<file path="config.mk">
export PLATFORM = sky130hd
export DESIGN_NAME = uart_tx_ctrl
export DESIGN_NICKNAME = d
export VERILOG_FILES = /design/src/rtl/uart_pkg.sv /design/src/rtl/uart_tx_ctrl_baud_gen.sv /design/src/rtl/uart_tx_ctrl.sv
export SDC_FILE = /design/constraint.sdc
export NUM_CORES = 1
export LEC_CHECK = 0
export ABC_CLOCK_PERIOD_IN_PS = 2200
export BUFFER_PORTS_ARGS = -buffer_cell sky130_fd_sc_hd__clkbuf_2
export CORE_ASPECT_RATIO = 0.6
export CORE_MARGIN = 2
export CORE_UTILIZATION = 35
export DETAILED_ROUTE_END_ITERATION = 8
export REMOVE_ABC_BUFFERS = 1
export SLEW_MARGIN = 25
export SYNTH_ARGS = -nofsm -noshare
export SYNTH_HDL_FRONTEND = slang
export SYNTH_SLANG_ARGS = --single-unit
</file>
<file path="constraint.sdc">
create_clock -name clk -period 2.2 [get_ports clk]
set_input_delay 0.33 -clock clk [delete_from_list [all_inputs] [get_ports clk]]
set_output_delay 0.33 -clock clk [all_outputs]
set_load 0.03 [all_outputs]
</file>
<file path="src/rtl/uart_pkg.sv">
// Shared UART definitions: FSM state encoding and default frame/baud settings
// used by both the transmit and receive controllers.
package uart_pkg;

  typedef enum logic [1:0] {
    IDLE  = 2'b00,
    START = 2'b01,
    DATA  = 2'b10,
    STOP  = 2'b11
  } state_t;

  localparam int OVERSAMPLE  = 16;
  localparam int DEF_DBIT    = 8;
  localparam int DEF_SB_TICK = 16;
  localparam int DEF_DVSR    = 163;
  localparam int DEF_DVSR_W  = 8;

endpackage

</file>
<file path="src/rtl/uart_tx_ctrl_baud_gen.sv">
// Free-running oversample tick generator: one-cycle s_tick every DVSR clocks.
// Shared between the transmit and receive controllers.
module baud_gen #(
  parameter int DVSR   = 163,
  parameter int DVSR_W = 8
) (
  input  logic clk,
  input  logic reset,
  output logic s_tick
);

  localparam logic [DVSR_W-1:0] LAST = DVSR_W'(DVSR - 1);

  logic [DVSR_W-1:0] count;

  assign s_tick = (count == LAST);

  // wrap counter 0..DVSR-1
  always_ff @(posedge clk or posedge reset) begin
    if (reset) begin
      count <= '0;
    end else if (count == LAST) begin
      count <= '0;
    end else begin
      count <= count + DVSR_W'(1);
    end
  end

endmodule

</file>
<file path="src/rtl/uart_tx_ctrl.sv">
// UART 8N1 transmit controller: pops one byte per frame from a show-ahead FIFO
// and shifts it out LSB-first at 16x oversampling.
module uart_tx_ctrl
  import uart_pkg::*;
#(
  parameter int DBIT    = DEF_DBIT,
  parameter int SB_TICK = DEF_SB_TICK,
  parameter int DVSR    = DEF_DVSR,
  parameter int DVSR_W  = DEF_DVSR_W
) (
  input  logic            clk,
  input  logic            reset,
  input  logic            fifo_empty,
  input  logic [DBIT-1:0] fifo_r_data,
  output logic            fifo_rd,
  output logic            tx,
  output logic            tx_busy,
  output logic            tx_done_tick
);

  localparam int S_W = $clog2((SB_TICK > OVERSAMPLE) ? SB_TICK : OVERSAMPLE);
  localparam int N_W = (DBIT > 1) ? $clog2(DBIT) : 1;
  localparam logic [S_W-1:0] LAST_OS = S_W'(OVERSAMPLE - 1);
  localparam logic [S_W-1:0] LAST_SB = S_W'(SB_TICK - 1);
  localparam logic [N_W-1:0] LAST_N  = N_W'(DBIT - 1);

  logic            s_tick;
  state_t          state;
  logic [S_W-1:0]  s;
  logic [N_W-1:0]  n;
  logic [DBIT-1:0] b;

  baud_gen #(
    .DVSR   (DVSR),
    .DVSR_W (DVSR_W)
  ) u_baud_gen (
    .clk    (clk),
    .reset  (reset),
    .s_tick (s_tick)
  );

  // Pop is gated by reset so no word is consumed while the block is held.
  assign fifo_rd      = !reset && (state == IDLE) && !fifo_empty;
  assign tx_busy      = (state != IDLE) || fifo_rd;
  assign tx_done_tick = (state == STOP) && s_tick && (s == LAST_SB);

  // frame sequencer; tx is loaded alongside each state/shift update
  always_ff @(posedge clk or posedge reset) begin
    if (reset) begin
      state <= IDLE;
      s     <= '0;
      n     <= '0;
      b     <= '0;
      tx    <= 1'b1;
    end else begin
      case (state)
        IDLE: begin
          if (!fifo_empty) begin
            b     <= fifo_r_data;
            s     <= '0;
            state <= START;
            tx    <= 1'b0;
          end else begin
            tx    <= 1'b1;
          end
        end
        START: begin
          if (s_tick) begin
            if (s == LAST_OS) begin
              s     <= '0;
              n     <= '0;
              state <= DATA;
              tx    <= b[0];
            end else begin
              s <= s + S_W'(1);
            end
          end
        end
        DATA: begin
          if (s_tick) begin
            if (s == LAST_OS) begin
              s <= '0;
              b <= b >> 1;
              if (n == LAST_N) begin
                state <= STOP;
                tx    <= 1'b1;
              end else begin
                n  <= n + N_W'(1);
                tx <= b[1];
              end
            end else begin
              s <= s + S_W'(1);
            end
          end
        end
        STOP: begin
          if (s_tick) begin
            if (s == LAST_SB) begin
              state <= IDLE;
            end else begin
              s <= s + S_W'(1);
            end
          end
        end
        default: begin
          state <= IDLE;
          tx    <= 1'b1;
        end
      endcase
    end
  end

endmodule

</file>
# Word level (Yosys, flattened, before mapping)
# Index checks and enable logic that the tools add are counted.
[totals] output_inout_bits=4 regBits=26 wordCells=77
[op_classes] reduce_logical=18 n_addsub=3 muxes=33 eq_ne=17
[ops] cell="$mux 8" n=4
[ops] cell="$mux 4" n=5
[ops] cell="$ne 2x2->1 const B" n=9
[ops] cell="$mux 2" n=8
[ops] cell="$pmux 8 s2" n=1
[ops] cell="$mux 3" n=5
[ops] cell="$pmux 4 s3" n=1
[ops] cell="$add 8x1->8 const B" n=1
[ops] cell="$eq 8x8->1 const B" n=1
[ops] cell="$pmux 2 s4" n=1
[ops] cell="$reduce_and 4->1" n=2
[ops] cell="$reduce_and 8->1" n=1
[ops] cell="$mux 1" n=6
[ops] cell="$pmux 3 s2" n=1
[ops] cell="$reduce_and 6->1" n=1
[ops] cell="$reduce_bool 2->1" n=3
[ops] cell="$reduce_and 5->1" n=1
[ops] cell="$add 4x1->4 const B" n=1
[ops] cell="$eq 2x2->1 const B" n=2
[ops] cell="$eq 4x4->1 const B" n=1
[ops] cell="$logic_and 1x1->1" n=4
[ops] cell="$ne 2x1->1 const B" n=2
[ops] cell="$add 3x1->3 const B" n=1
[ops] cell="$eq 3x3->1 const B" n=1
[ops] cell="7 further kinds" n=8

# Depth between registers and ports, before layout
[logic_depth] word_depth=5 depth_mapped=7 mapped_depth_nobuf=6

# Cells and area by module
# A second synthesis with hierarchy kept.
[unflattened] hier_cells=156 hier_area_um2=1624.1
[by_module_without_submodules] module="uart_tx_ctrl" cells_each=118 area_each_um2=1213.7 n_inst=1
[by_module_without_submodules] module="baud_gen" cells_each=38 area_each_um2=410.4 n_inst=1

# Worst setup path before layout
# No wires, ideal clock.
[synth_timing] path_type="reg2reg" startpoint="reg state[0]" endpoint="reg b[3]" arrival_ns=1.765 path_slack_ns=0.310 path_stages_with_launch=7 n_path_buf=2 setup_time_ns=0.125 required_ns=2.075 cell_sequence="dfrtp_1 inv_1 ha_1 clkbuf_1 clkbuf_1 mux2_2 mux2_4"
[synth_via] elab_chain_cells=3 elab_cells_between_ends=8
[synth_lines] item="start: declaration" line_no="uart_tx_ctrl.sv:28" source="state_t state;"
[synth_lines] item="start signal: assignment" line_no="uart_tx_ctrl.sv:50" source="state <= IDLE;"
[synth_lines] item="start signal: assignment" line_no="uart_tx_ctrl.sv:61" source="state <= START;"
[synth_lines] item="start signal: assignment" line_no="uart_tx_ctrl.sv:72" source="state <= DATA;"
[synth_lines] item="$eq 2x2->1 or $logic_not 2->1 (tied branches)" line_no="uart_tx_ctrl.sv:56" source="case (state)"
[synth_lines] item="$ne 2x2->1 (no line) or $reduce_bool 2->1 (tied branches)"
[synth_lines] item="$reduce_and 4->1 (no line)"
[synth_lines] item="end signal: assignment" line_no="uart_tx_ctrl.sv:59" source="b <= fifo_r_data;"
[synth_lines] item="end signal: assignment" line_no="uart_tx_ctrl.sv:83" source="b <= b >> 1;"
[synth_lines] item="end: declaration" line_no="uart_tx_ctrl.sv:31" source="logic [DBIT-1:0] b;"
# Parallel ways exist; a longest one is shown, timed or not.
# A chain may end at the register's enable or synchronous reset.

# Worst setup path in the final report
[layout_timing] startpoint="reg u_baud_gen.count[0]" endpoint="reg b[1]"
[layout_via] elab_chain_cells=3
[layout_lines] item="start: declaration" line_no="uart_tx_ctrl_baud_gen.sv:14" source="logic [DVSR_W-1:0] count;"
[layout_lines] item="start signal: assignment" line_no="uart_tx_ctrl_baud_gen.sv:25" source="count <= count + DVSR_W'(1);"
[layout_lines] item="$eq 8x8->1" line_no="uart_tx_ctrl_baud_gen.sv:16" source="assign s_tick = (count == LAST);"
[layout_lines] item="$ne 2x2->1 (no line)"
[layout_lines] item="$reduce_and 4->1 (no line)"
# No other way between the ends.

==> metrics <==
Starting Density=37.37%; Util after Layout=42.54%; Yosys reg bits=26; TritonCTS clock tree=yes; Worst Path Max Fanout=8; Simple-Gate Fraction of Synth Area=20.91%; Multi-input gate area=884.6 sq um; xor/xnor cell area share of the yosys netlist=2.782%; DRT Pass-1 Iters=4; pins over their slew limit=0; most frequent cells after synthesis=dfrtp_1 (25), nor2_1 (12), ha_1 (9), nand2_1 (9); row count=18; initial antenna violation count=0; Main synth FF type=dfrtp_1; placed cell count=217; Compound-Gate Fraction of Synth Area=8.903%; FF-to-FF End=b[1]; Critical Path AT=2.21 ns; CP endpoint kind=flop; setup_tns=0 ns; largest net degree at the start of global routing=21; Routed WL=3146 um; Avg WL per Cell=14.17 um; peak supply drop=0.2239 mV; number of global-route vias before repair=1041; total CTS buffers=3; post-route ant nets=0; delay of the slowest critical-path stage=0.43 ns; Synth top area share=39.75%; slowest CP cell=dfrtp_1; Synth Area per Inst=10.93 sq um; hold slack=0.4134 ns; worst path cell trace=inv_1 -> ha_1 -> and4b_1 -> nand4_1 -> a21oi_4 -> mux2_4; register area share after synthesis=41.41%; Critical R2R Launch=u_baud_gen.count[0]; non-filler instance count after layout=222; Ys Warns=0; Hold Fails Final Rpt=0; CTS Sinks=26; largest family of logic cells by synthesized area=simple AND/OR/NAND/NOR gates; Clk pin slew, worst setup/hold paths=0.09 ns; gpl congestion=0.7758; total power=839.2 uW; Final setup viols=0; Via density=4.937; die extent in y=55.95 um; Iter 0 DRT Violations=57; RSZ-0062 raised after global routing=false; Final Skew=0.004960 ns; Crit Path Category=flop to flop; CP Buf/Inv Count=1; critical path required time=2.36 ns; CP Launch Type=flop; status=completed; All-Layer GR Usage=12.90%; Worst Tran Pin Value=0.4122 ns; I/O Buffers=14; nets@finish=183; chip width=90.58 um; total of max-cap violations=0; Fmax=485.8 MHz; most frequent cell after synthesis=dfrtp_1; critical path depth=6; Leak=0.8338 nW; distinct cell type count after synthesis=44; global-route wire length before repair=5106 um; io pins=15; Clk Latency, worst-skew pair=0.27 ns; CP delay by family, top=simple AND/OR/NAND/NOR gates; number of fill cells=407; Post-CTS Setup Inserts=0; Hold Path Class=input pin to flop; Slew HR=72.46%; Antenna diodes=0; hpwl dp=2441 um; total area of sequential cells=651.9 sq um; Post-Synth Adder-Cell Area=7.154%; DIE AREA=5067 sq um; Post-synth EDFFs=0; Reg2Reg Setup Slack=0.14 ns; core area=4212 sq um; synth top area cells=dfrtp_1 (40%), mux2_4 (7.6%), ha_1 (7.2%); Clock Path Buffers=2; Yosys top cell by area=dfrtp_1; final routed DRC violation total=0; multiplexer share of the synthesized area=15.98%; CTS root buffer=clkbuf_8; crit path from=u_baud_gen.count[0]; H-tree Lvls=1; end of the critical path=b[1]; Final min period=2.058 ns; Pwr Density=468.4 nW/um^2; Async SR Flop Fraction=100.0%; total grt overflow=0; vias=1096; worst r2r path cells=6; area grow syn2layout=13.83%; Cells after Synth=144; share of cells above drive strength 1=29.01%; final worst-path cycle share=93.56%; Mapped Area=1574 sq um
==> how the worst min path moves through the flow <==
stage,start,endpoint,slack (ns),cells past startpoint
floorplan,reset,b[0],0.37,1
global placement,reset,state[1],0.28,2
detailed placement,reset,state[1],0.28,2
CTS,fifo_r_data[0],b[0],0.41,3
global route,fifo_r_data[0],b[0],0.41,3
finish,fifo_r_data[6],b[6],0.41,3
==> worst reg2reg max path, cell delays in order (launching register included) <==
cell and delay (ns):
dfrtp_1 0.43, inv_1 0.08, ha_1 0.19, and4b_1 0.30, nand4_1 0.19, a21oi_4 0.43
mux2_4 0.34
==> registers in the layout (all words and copies together) (netlist names) <==
| register | cells |
|---|---|
| state | 2 |
| b | 8 |
| u_baud_gen.count | 8 |
| n | 3 |
| s | 4 |
| tx | 1 |
==> placed cells by master (no fill, tap or decap), types with 3 or more instances in the layout <==
master,synthesis,layout
ha_1,9,9
inv_1,8,8
nand3_1,8,8
xnor2_1,4,4
nand2_1,9,9
mux2_2,8,8
dfrtp_1,25,25
mux2_4,8,8
mux2i_1,3,3
nor2b_1,3,3
a211o_1,3,3
o21ai_0,7,7
clkbuf_2,0,14
clkbuf_8,0,4
nor3b_1,3,3
nor2_1,12,12
==> per-layer routing <==
metal,GRT usage (%),vias up,routed length [um]
li1,-,546,-
met1,19.16,534,1651
met2,18.55,14,1386
met3,3.659,2,85
met4,2.637,0,21
met5,0,-,0
==> cell type report <==
type / instances / area share, %
flip-flops and latches: 26 / 36.38
repair buffers: 17 / 5.307
well taps: 60 / 4.190
clock buffers: 4 / 3.073
inverters: 8 / 1.676
multi-input cells: 107 / 49.37
==> per-stage QoR <==
step	setup slack [ns]	cell area [sq um]
final	0.1417	1792
after global placement	0.2331	1719
after floorplan	0.2532	1559
after global routing	0.01983	1792
after CTS	0.09559	1784
after detailed placement	0.2019	1719
==> cells by family after synthesis <==
logic type               after synthesis
flip-flops                            26
XOR/XNOR                               5
multiplexers                          20
AO/OA/AOI/OAI                         19
adder cells (fa/ha/maj)                9
buffers and inverters                 11
AND/OR/NAND/NOR                       54
==> report_power, final <==
group | internal, mW | leakage, nW | switching [mW]
clock | 0.160 | 0.0288 | 0.147
sequential | 0.485 | 0.316 | 0.00444
combinational | 0.0240 | 0.489 | 0.0190
==> what timing repair did <==
item	in CTS	in global routing
resized for setup	0	1
hold buffers	1	0
hold endpoints to repair	5	0
setup endpoints to repair	0	1
(Power assumes the default switching activity.)
